### src/rtl/sig_arbiter_if.sv
// Request/result bus between the MAC array, the arbiter and the shared sigmoid unit.
// Latency: none (wires only).
// Backpressure: requesters hold req until ack; the sigmoid side is paced by sig_rdy.
//
// Signals:
//   req, req_data                  : per-requester request level and flattened MAC outputs
//   ack, res_vld, res_data, res_err: per-requester accept pulse and result return
//   busy                           : arbiter has a transaction in flight
//   sig_mac_rdy, sig_mac_out       : drive the shared sigmoid unit
//   sig_rdy, sig_out               : sigmoid unit handshake and result
// Modports: master = requester/sigmoid side, slave = arbiter.
interface sig_arbiter_if #(
  parameter int NUM_REQ = 4,
  parameter int DW      = 16
);
  logic [NUM_REQ-1:0]    req;
  logic [NUM_REQ*DW-1:0] req_data;
  logic [NUM_REQ-1:0]    ack;
  logic [NUM_REQ-1:0]    res_vld;
  logic [DW-1:0]         res_data;
  logic                  res_err;
  logic                  busy;
  logic                  sig_mac_rdy;
  logic [DW-1:0]         sig_mac_out;
  logic                  sig_rdy;
  logic [DW-1:0]         sig_out;

  modport master (
    output req, req_data, sig_rdy, sig_out,
    input  ack, res_vld, res_data, res_err, busy, sig_mac_rdy, sig_mac_out
  );

  modport slave (
    input  req, req_data, sig_rdy, sig_out,
    output ack, res_vld, res_data, res_err, busy, sig_mac_rdy, sig_mac_out
  );
endinterface

### src/rtl/sig_arbiter.sv
// Round-robin scheduler sharing one sigmoid unit among NUM_REQ neuron MAC outputs.
// Latency: ack 1 cycle after req, res_vld SETTLE+1 cycles after req; one result per SETTLE+2 cycles.
// Backpressure: req is held until ack and ignored outside IDLE; waits on sig_rdy up to TIMEOUT cycles.
//
// Ports:
//   clk, reset : clock and synchronous active-high reset
//   bus        : sig_arbiter_if.slave (requests/results towards the MAC array,
//                mac_rdy/mac_out/rdy/out towards the sigmoid unit)
// Build option: define SIG_ARB_FIXED_PRIO_EN for fixed priority (lowest index wins);
// ports and timing are unchanged, the round-robin pointer then stays at its reset value.
module sig_arbiter #(
  parameter int NUM_REQ = 4,
  parameter int DW      = 16,
  parameter int SETTLE  = 2,
  parameter int TIMEOUT = 8
) (
  input  logic          clk,
  input  logic          reset,
  sig_arbiter_if.slave  bus
);

  localparam int IW = (NUM_REQ > 1) ? $clog2(NUM_REQ) : 1;
  localparam int CW = $clog2(TIMEOUT) + 1;
  localparam logic [NUM_REQ-1:0] ONE_HOT0 = NUM_REQ'(1);

  typedef enum logic [1:0] {
    S_IDLE  = 2'd0,
    S_ISSUE = 2'd1,
    S_DONE  = 2'd2
  } state_t;

  state_t             r_state, w_state_nxt;
  logic [IW-1:0]      r_rr_ptr, w_rr_ptr_nxt;
  logic [IW-1:0]      r_gnt, w_gnt_nxt;
  logic [CW-1:0]      r_cnt, w_cnt_nxt;
  logic [NUM_REQ-1:0] r_ack, w_ack_nxt;
  logic [NUM_REQ-1:0] r_res_vld, w_res_vld_nxt;
  logic [DW-1:0]      r_res_data, w_res_data_nxt;
  logic               r_res_err, w_res_err_nxt;
  logic               r_mac_rdy, w_mac_rdy_nxt;
  logic [DW-1:0]      r_mac_out, w_mac_out_nxt;

  logic               w_any;
  logic [IW-1:0]      w_sel;
  int                 w_idx;

  // Grant selection. Loops run from the lowest-preference candidate upwards so
  // the last hit (highest preference) is the one kept.
  always_comb begin
    w_any = 1'b0;
    w_sel = '0;
    w_idx = 0;
`ifdef SIG_ARB_FIXED_PRIO_EN
    for (int i = NUM_REQ - 1; i >= 0; i--) begin
      w_idx = i;
      if (bus.req[IW'(w_idx)]) begin
        w_any = 1'b1;
        w_sel = IW'(w_idx);
      end
    end
`else
    // Search order rr_ptr+1, rr_ptr+2, ..., rr_ptr (mod NUM_REQ); k = NUM_REQ
    // revisits the last winner, so it is examined first and overridden by any other.
    for (int k = NUM_REQ; k >= 1; k--) begin
      w_idx = int'(r_rr_ptr) + k;
      if (w_idx >= NUM_REQ) w_idx = w_idx - NUM_REQ;
      if (bus.req[IW'(w_idx)]) begin
        w_any = 1'b1;
        w_sel = IW'(w_idx);
      end
    end
`endif
  end

  // Next-state and registered-output logic.
  always_comb begin
    w_state_nxt    = r_state;
    w_rr_ptr_nxt   = r_rr_ptr;
    w_gnt_nxt      = r_gnt;
    w_cnt_nxt      = r_cnt;
    w_ack_nxt      = '0;
    w_res_vld_nxt  = '0;
    w_res_err_nxt  = 1'b0;
    w_res_data_nxt = r_res_data;
    w_mac_rdy_nxt  = r_mac_rdy;
    w_mac_out_nxt  = r_mac_out;

    case (r_state)
      S_IDLE: begin
        if (w_any) begin
          w_ack_nxt     = ONE_HOT0 << w_sel;
          w_mac_out_nxt = bus.req_data[w_sel*DW +: DW];
          w_mac_rdy_nxt = 1'b1;
          w_gnt_nxt     = w_sel;
          w_cnt_nxt     = '0;
`ifndef SIG_ARB_FIXED_PRIO_EN
          w_rr_ptr_nxt  = w_sel;
`endif
          w_state_nxt   = S_ISSUE;
        end
      end

      S_ISSUE: begin
        w_cnt_nxt = r_cnt + CW'(1);
        if ((r_cnt >= CW'(SETTLE - 1)) && bus.sig_rdy) begin
          w_res_data_nxt = bus.sig_out;
          w_res_vld_nxt  = ONE_HOT0 << r_gnt;
          w_mac_rdy_nxt  = 1'b0;
          w_state_nxt    = S_DONE;
        end else if (r_cnt == CW'(TIMEOUT - 1)) begin
          // Sigmoid unit never answered: return a zero result flagged as error.
          w_res_data_nxt = '0;
          w_res_err_nxt  = 1'b1;
          w_res_vld_nxt  = ONE_HOT0 << r_gnt;
          w_mac_rdy_nxt  = 1'b0;
          w_state_nxt    = S_DONE;
        end
      end

      S_DONE: begin
        // res_vld/res_err fall back to their defaults; res_data keeps its value.
        w_state_nxt = S_IDLE;
      end

      default: begin
        w_state_nxt = S_IDLE;
      end
    endcase
  end

  always_ff @(posedge clk) begin
    if (reset) begin
      r_state    <= S_IDLE;
      r_rr_ptr   <= IW'(NUM_REQ - 1);
      r_gnt      <= '0;
      r_cnt      <= '0;
      r_ack      <= '0;
      r_res_vld  <= '0;
      r_res_data <= '0;
      r_res_err  <= 1'b0;
      r_mac_rdy  <= 1'b0;
      r_mac_out  <= '0;
    end else begin
      r_state    <= w_state_nxt;
      r_rr_ptr   <= w_rr_ptr_nxt;
      r_gnt      <= w_gnt_nxt;
      r_cnt      <= w_cnt_nxt;
      r_ack      <= w_ack_nxt;
      r_res_vld  <= w_res_vld_nxt;
      r_res_data <= w_res_data_nxt;
      r_res_err  <= w_res_err_nxt;
      r_mac_rdy  <= w_mac_rdy_nxt;
      r_mac_out  <= w_mac_out_nxt;
    end
  end

  assign bus.ack         = r_ack;
  assign bus.res_vld     = r_res_vld;
  assign bus.res_data    = r_res_data;
  assign bus.res_err     = r_res_err;
  assign bus.busy        = (r_state != S_IDLE);
  assign bus.sig_mac_rdy = r_mac_rdy;
  assign bus.sig_mac_out = r_mac_out;

endmodule

### src/flat_wrapper.sv
// flat-port wrapper written by rule: the top's interface ports become plain ports
module sig_arbiter_flat 
#(
  parameter int NUM_REQ = 4,
  parameter int DW      = 16,
  parameter int SETTLE  = 2,
  parameter int TIMEOUT = 8
)
  (clk, reset, bus_req, bus_req_data, bus_sig_rdy, bus_sig_out, bus_ack, bus_res_vld, bus_res_data, bus_res_err, bus_busy, bus_sig_mac_rdy, bus_sig_mac_out);
  sig_arbiter_if #(.NUM_REQ(NUM_REQ), .DW(DW)) bus_i ();
  input  logic clk;
  input  logic reset;
  input wire logic [$bits(bus_i.req)-1:0] bus_req;
  input wire logic [$bits(bus_i.req_data)-1:0] bus_req_data;
  input wire logic [$bits(bus_i.sig_rdy)-1:0] bus_sig_rdy;
  input wire logic [$bits(bus_i.sig_out)-1:0] bus_sig_out;
  output wire logic [$bits(bus_i.ack)-1:0] bus_ack;
  output wire logic [$bits(bus_i.res_vld)-1:0] bus_res_vld;
  output wire logic [$bits(bus_i.res_data)-1:0] bus_res_data;
  output wire logic [$bits(bus_i.res_err)-1:0] bus_res_err;
  output wire logic [$bits(bus_i.busy)-1:0] bus_busy;
  output wire logic [$bits(bus_i.sig_mac_rdy)-1:0] bus_sig_mac_rdy;
  output wire logic [$bits(bus_i.sig_mac_out)-1:0] bus_sig_mac_out;
  assign bus_i.req = bus_req;
  assign bus_i.req_data = bus_req_data;
  assign bus_i.sig_rdy = bus_sig_rdy;
  assign bus_i.sig_out = bus_sig_out;
  assign bus_ack = bus_i.ack;
  assign bus_res_vld = bus_i.res_vld;
  assign bus_res_data = bus_i.res_data;
  assign bus_res_err = bus_i.res_err;
  assign bus_busy = bus_i.busy;
  assign bus_sig_mac_rdy = bus_i.sig_mac_rdy;
  assign bus_sig_mac_out = bus_i.sig_mac_out;
  sig_arbiter #(.NUM_REQ(NUM_REQ), .DW(DW), .SETTLE(SETTLE), .TIMEOUT(TIMEOUT)) u_core (.clk(clk), .reset(reset), .bus(bus_i));
endmodule
### config.mk
export PLATFORM = sky130hd
export DESIGN_NAME = sig_arbiter_flat
export DESIGN_NICKNAME = d
export VERILOG_FILES = /design/src/rtl/sig_arbiter_if.sv /design/src/rtl/sig_arbiter.sv /design/src/flat_wrapper.sv
export SDC_FILE = /design/constraint.sdc
export NUM_CORES = 1
export LEC_CHECK = 0
export CAP_MARGIN = 20
export CORE_ASPECT_RATIO = 0.7
export CORE_MARGIN = 2
export CORE_UTILIZATION = 40
export DETAILED_ROUTE_END_ITERATION = 8
export GPL_TIMING_DRIVEN = 0
export PLACE_DENSITY = 0.88
export SLEW_MARGIN = 5
export SYNTH_ARGS = -nofsm -noshare
export SYNTH_HDL_FRONTEND = slang
export SYNTH_SLANG_ARGS = --single-unit
export TNS_END_PERCENT = 10
### constraint.sdc
create_clock -name clk -period 2.3 [get_ports clk]
set_input_delay 0.345 -clock clk [delete_from_list [all_inputs] [get_ports clk]]
set_output_delay 0.345 -clock clk [all_outputs]
set_load 0.05 [all_outputs]
==> results <==
- The run finished with clean final reports.
- The hold violation total from the final report is 0.
- The share of async-settable or async-resettable flops after synthesis is 0%.
- The worst ir drop on vdd is 0.000305 V.
- The worst setup timing slack at the placement stage is -0.144 ns.
- The critical path goes through clkdlybuf4s50_1 > nor2b_4 > o21a_1 > buf_6 > nor3_2 > buf_4 > buf_6 > mux2i_1 > o211ai_2.
- On the final layout, the worst hold slack is 0.474 ns.
- The maximum clock rate is 473 MHz.
- The post-route DRC violation count is 0.
- The filler-free cell count of the finished design is 492.
- The initial utilization of the core area, before any placement, comes to 41.5%.
- The worst-case headroom to the max-slew limit is 53.2%.
- The top cell type by area accounts for 40.0% of the synthesized area.
- The initialized floorplan defines 24 standard-cell rows.
- The tree is rooted in a sky130_fd_sc_hd__clkbuf_8.
- The maximum level of the CTS H-tree is 2.
- The commonest register cell after synthesis is sky130_fd_sc_hd__dfxtp_1.
- sky130_fd_sc_hd__dfxtp_1 takes more of the synthesized area than any other cell.
- The first global-routing pass estimated 12000 µm of wire.
- Yosys mapped the design onto 46 distinct sky130hd cell types.
- For this design the static power due to leakage is 1.61 nW.
- The first-pass detailed-route iteration total is 4.
- The violation count after the first detailed-route iteration is 93.
- On the worst path, the slowest cell contributes a delay of 0.50 ns.
- The slowest stage of the critical path belongs to the cell sky130_fd_sc_hd__clkdlybuf4s50_1.
- The final setup violation count is 0.
- The arrival time reported for the critical path endpoint is 2.30 ns.
- The placeable core region is 6280 µm².
- The post-synth design cell area is 2600 µm².
- Synthesis handed over a netlist of 279 instances.
- The filler cell count in the final layout is 529.
- The number of antenna diodes in the final layout is 0.
- The HPWL after detailed placement is 5830 µm.
- The kind of cell adding the most delay to the critical path is buffers and inverters.
- After detailed placement, the design holds a cell count of 485.
- The sort of element at the end of the critical path is a flop.
- The worst path needs 2.11 ns of the cycle, external delays included.
- The setup clock skew after layout is 0.00696 ns.
- The overall die height is 71.5 µm.
- Leaving out fill and tap cells, the most frequent cell in the layout is sky130_fd_sc_hd__clkdlybuf4s50_1.
- Synthesis inferred 52 register bits.
- The initial antenna violation count is 0.
- The sum of routed wire length over all layers is 7540 µm.
- Buffers inserted to repair hold after CTS numbered 0.
- In the layout the commonest cells are sky130_fd_sc_hd__clkdlybuf4s50_1 (128), sky130_fd_sc_hd__dfxtp_1 (52), sky130_fd_sc_hd__nor2_1 (33).
- The count of flip-flops with a built-in enable after synthesis is 0.
- The final critical-path share of the clock period is 91.9%.
- The number of buffer and inverter stages on the critical path is 4.
- Dividing the detail-routed wire length by the instance count gives 15.3 µm.
- The final design area excluding fillers is 4100 µm².
- The biggest fanout along the worst timing path is 10.
- The CTS tree is built.
- The worst setup path is of the input port to flop kind.
- The final worst-path setup slack is 0.187 ns.
- For this run the aggregate overflow at the end of global routing stands at 0.
- Clock latency on the worst-skew pair, taken at its later pin, is 0.30 ns.
- The detailed router placed 2622 vias in this run.
- Buffers inserted during clock tree synthesis total 5.
- Routability-driven placement finished with a final weighted congestion of 0.789.
- Dividing the detail-routed via count by the number of cells gives 5.33.
- Power spread over the standard cell area amounts to 655 nW/µm².
- Setup repair after global routing left no endpoint under its margin.
- Ranked by total cell area, the synthesized netlist is headed by sky130_fd_sc_hd__dfxtp_1 (40%), sky130_fd_sc_hd__mux2i_1 (6.1%), sky130_fd_sc_hd__nor2_1 (4.8%).
- Sequential elements use 40.0% of the synthesized area.
- Global routing used 21.0% of the available tracks.
- STA classifies the critical path startpoint as an input port.
- During synthesis, Yosys emitted a total of 0 warnings.
- CTS saw 52 sinks.
- In this run the remaining antenna-violating nets after routing total 0.
- The maximum number of pins on one net before global-route repair is 17.
- The via count of the first global-routing pass came to 2573.
- The number of ports placed on the die boundary is 130.
- The die is 100 µm wide.
- Data on the critical path is required at its endpoint by 2.49 ns.
- The share of final-layout standard cells stronger than drive strength 1 is 10.9%.
- For flop-to-flop paths, the worst setup slack is 0.25 ns.
- The post-synthesis net count is 369.
- The number of nets in the layout is 503.
- The worst-case clock buffer depth is 2.
- The average instance in the mapped netlist occupies 9.34 µm².
- The floorplan step defined a die boundary enclosing 7180 µm².
- Among the stages of the critical path, the cell type that occurs most often is sky130_fd_sc_hd__buf_6.
- Cells fill 65.4% of the core in the end.
- From synthesis to final layout, the design area changed by 57.4%.
- The tightest min-delay check is of the flop to flop type.
- The clock-pin transition on the worst setup and hold timing paths is 0.10 ns.
- The instance area after placement is 3980 µm².
- The number of max-capacitance violations reported is 0.
- At the pin with the least slew margin, the transition time is 0.702 ns.
- The count of pins over their slew limit is 0.
- The count of input and output buffers is 128.
layer usage:
layer  routed length, µm  GRT usage (%)  vias to the layer above
li1                    -              -                     1292
met1                3300           26.5                     1222
met2                3600           35.3                       95
met3                 529           6.05                       13
met4                 110           5.63                        0
met5                   0              0                        -
final cells by class:
type                    count  area, µm²  area share, %
multi-input cells         202       1420           34.6
repair buffers            128       1280           31.2
flip-flops and latches     52       1040           25.4
plain buffers              20        125           3.05
well taps                  78       97.6           2.38
clock buffers               6       82.6           2.01
clock inverters             2       38.8          0.946
inverters                   4       15.0          0.366
state kept, by name, summed over array words and instances (netlist names):
| signal | count |
|---|---|
| u_core.bus.sig_mac_rdy | 1 |
| u_core.bus.res_err | 1 |
| u_core.r_state | 2 |
| u_core.r_gnt | 2 |
| u_core.bus.sig_mac_out | 16 |
| u_core.bus.ack | 4 |
| u_core.bus.res_data | 16 |
| u_core.r_rr_ptr | 2 |
| u_core.r_cnt | 4 |
| u_core.bus.res_vld | 4 |
where the power goes:
group / total [W] / internal [W] / switching, W
combinational: 0.000986 / 0.000435 / 0.000550
sequential: 0.00103 / 0.000982 / 0.0000465
clock: 0.000674 / 0.000357 / 0.000318
worst register-to-register path: cells and delay by family (launching register included):
| family | cells | cell delay [ns] |
|---|---|---|
| flip-flops | 1 | 0.39 |
| AO/OA/AOI/OAI | 2 | 0.21 |
| buffers and inverters | 3 | 0.52 |
| adder cells (fa/ha/maj) | 1 | 0.18 |
| AND/OR/NAND/NOR | 3 | 0.69 |
cells in the mapped netlist (3+ instances only):
| library cell | number |
|---|---|
| sky130_fd_sc_hd__o211ai_1 | 8 |
| sky130_fd_sc_hd__ha_1 | 3 |
| sky130_fd_sc_hd__nand2b_1 | 3 |
| sky130_fd_sc_hd__nor2b_1 | 3 |
| sky130_fd_sc_hd__a21oi_1 | 6 |
| sky130_fd_sc_hd__a21bo_2 | 9 |
| sky130_fd_sc_hd__buf_2 | 4 |
| sky130_fd_sc_hd__o21ai_1 | 3 |
| sky130_fd_sc_hd__and2_1 | 3 |
| sky130_fd_sc_hd__mux2i_1 | 16 |
| sky130_fd_sc_hd__nand2_1 | 23 |
| sky130_fd_sc_hd__dfxtp_1 | 52 |
| sky130_fd_sc_hd__a22oi_1 | 16 |
| sky130_fd_sc_hd__inv_1 | 3 |
| sky130_fd_sc_hd__o211ai_2 | 8 |
| sky130_fd_sc_hd__clkbuf_1 | 10 |
| sky130_fd_sc_hd__nand3_1 | 3 |
| sky130_fd_sc_hd__nand4_1 | 17 |
| sky130_fd_sc_hd__buf_6 | 5 |
| sky130_fd_sc_hd__a21bo_1 | 7 |
| sky130_fd_sc_hd__nor2_1 | 33 |
| sky130_fd_sc_hd__o31ai_1 | 16 |
repair_timing:
action / CTS / global route
endpoints found under the setup margin: 0 / 1
buffers inserted: 0 / 0
resized for setup: 0 / 0
cell families (layout without fill, tap and decap cells):
family	Yosys count	count (layout)	share of synthesized area [%]
AO/OA/AOI/OAI	84	84	27.0
AND/OR/NAND/NOR	98	98	19.6
XOR/XNOR	1	1	0.336
flip-flops	52	52	40.0
multiplexers	16	16	6.15
buffers and inverters	25	160	5.52
adder cells (fa/ha/maj)	3	3	1.44
per-stage QoR:
stage | TNS (ns) | total power [W]
after floorplan | 0 | 0.00166
after global placement | -0.790 | 0.00201
after detailed placement | -1.13 | 0.00203
after CTS | 0 | 0.00270
after global routing | 0 | 0.00280
final | 0 | 0.00269
worst paths after layout:
check,from,end,depth (start not counted)
worst min register to register,u_core.r_gnt[1],u_core.bus.res_vld[1],1
worst max register to register,u_core.r_cnt[1],u_core.bus.res_data[8],9
worst min-delay path,u_core.r_gnt[1],u_core.bus.res_vld[1],1
worst max-delay path,bus_req[3],u_core.bus.sig_mac_out[0],9
Note: power is estimated with default switching activity, not from simulation.
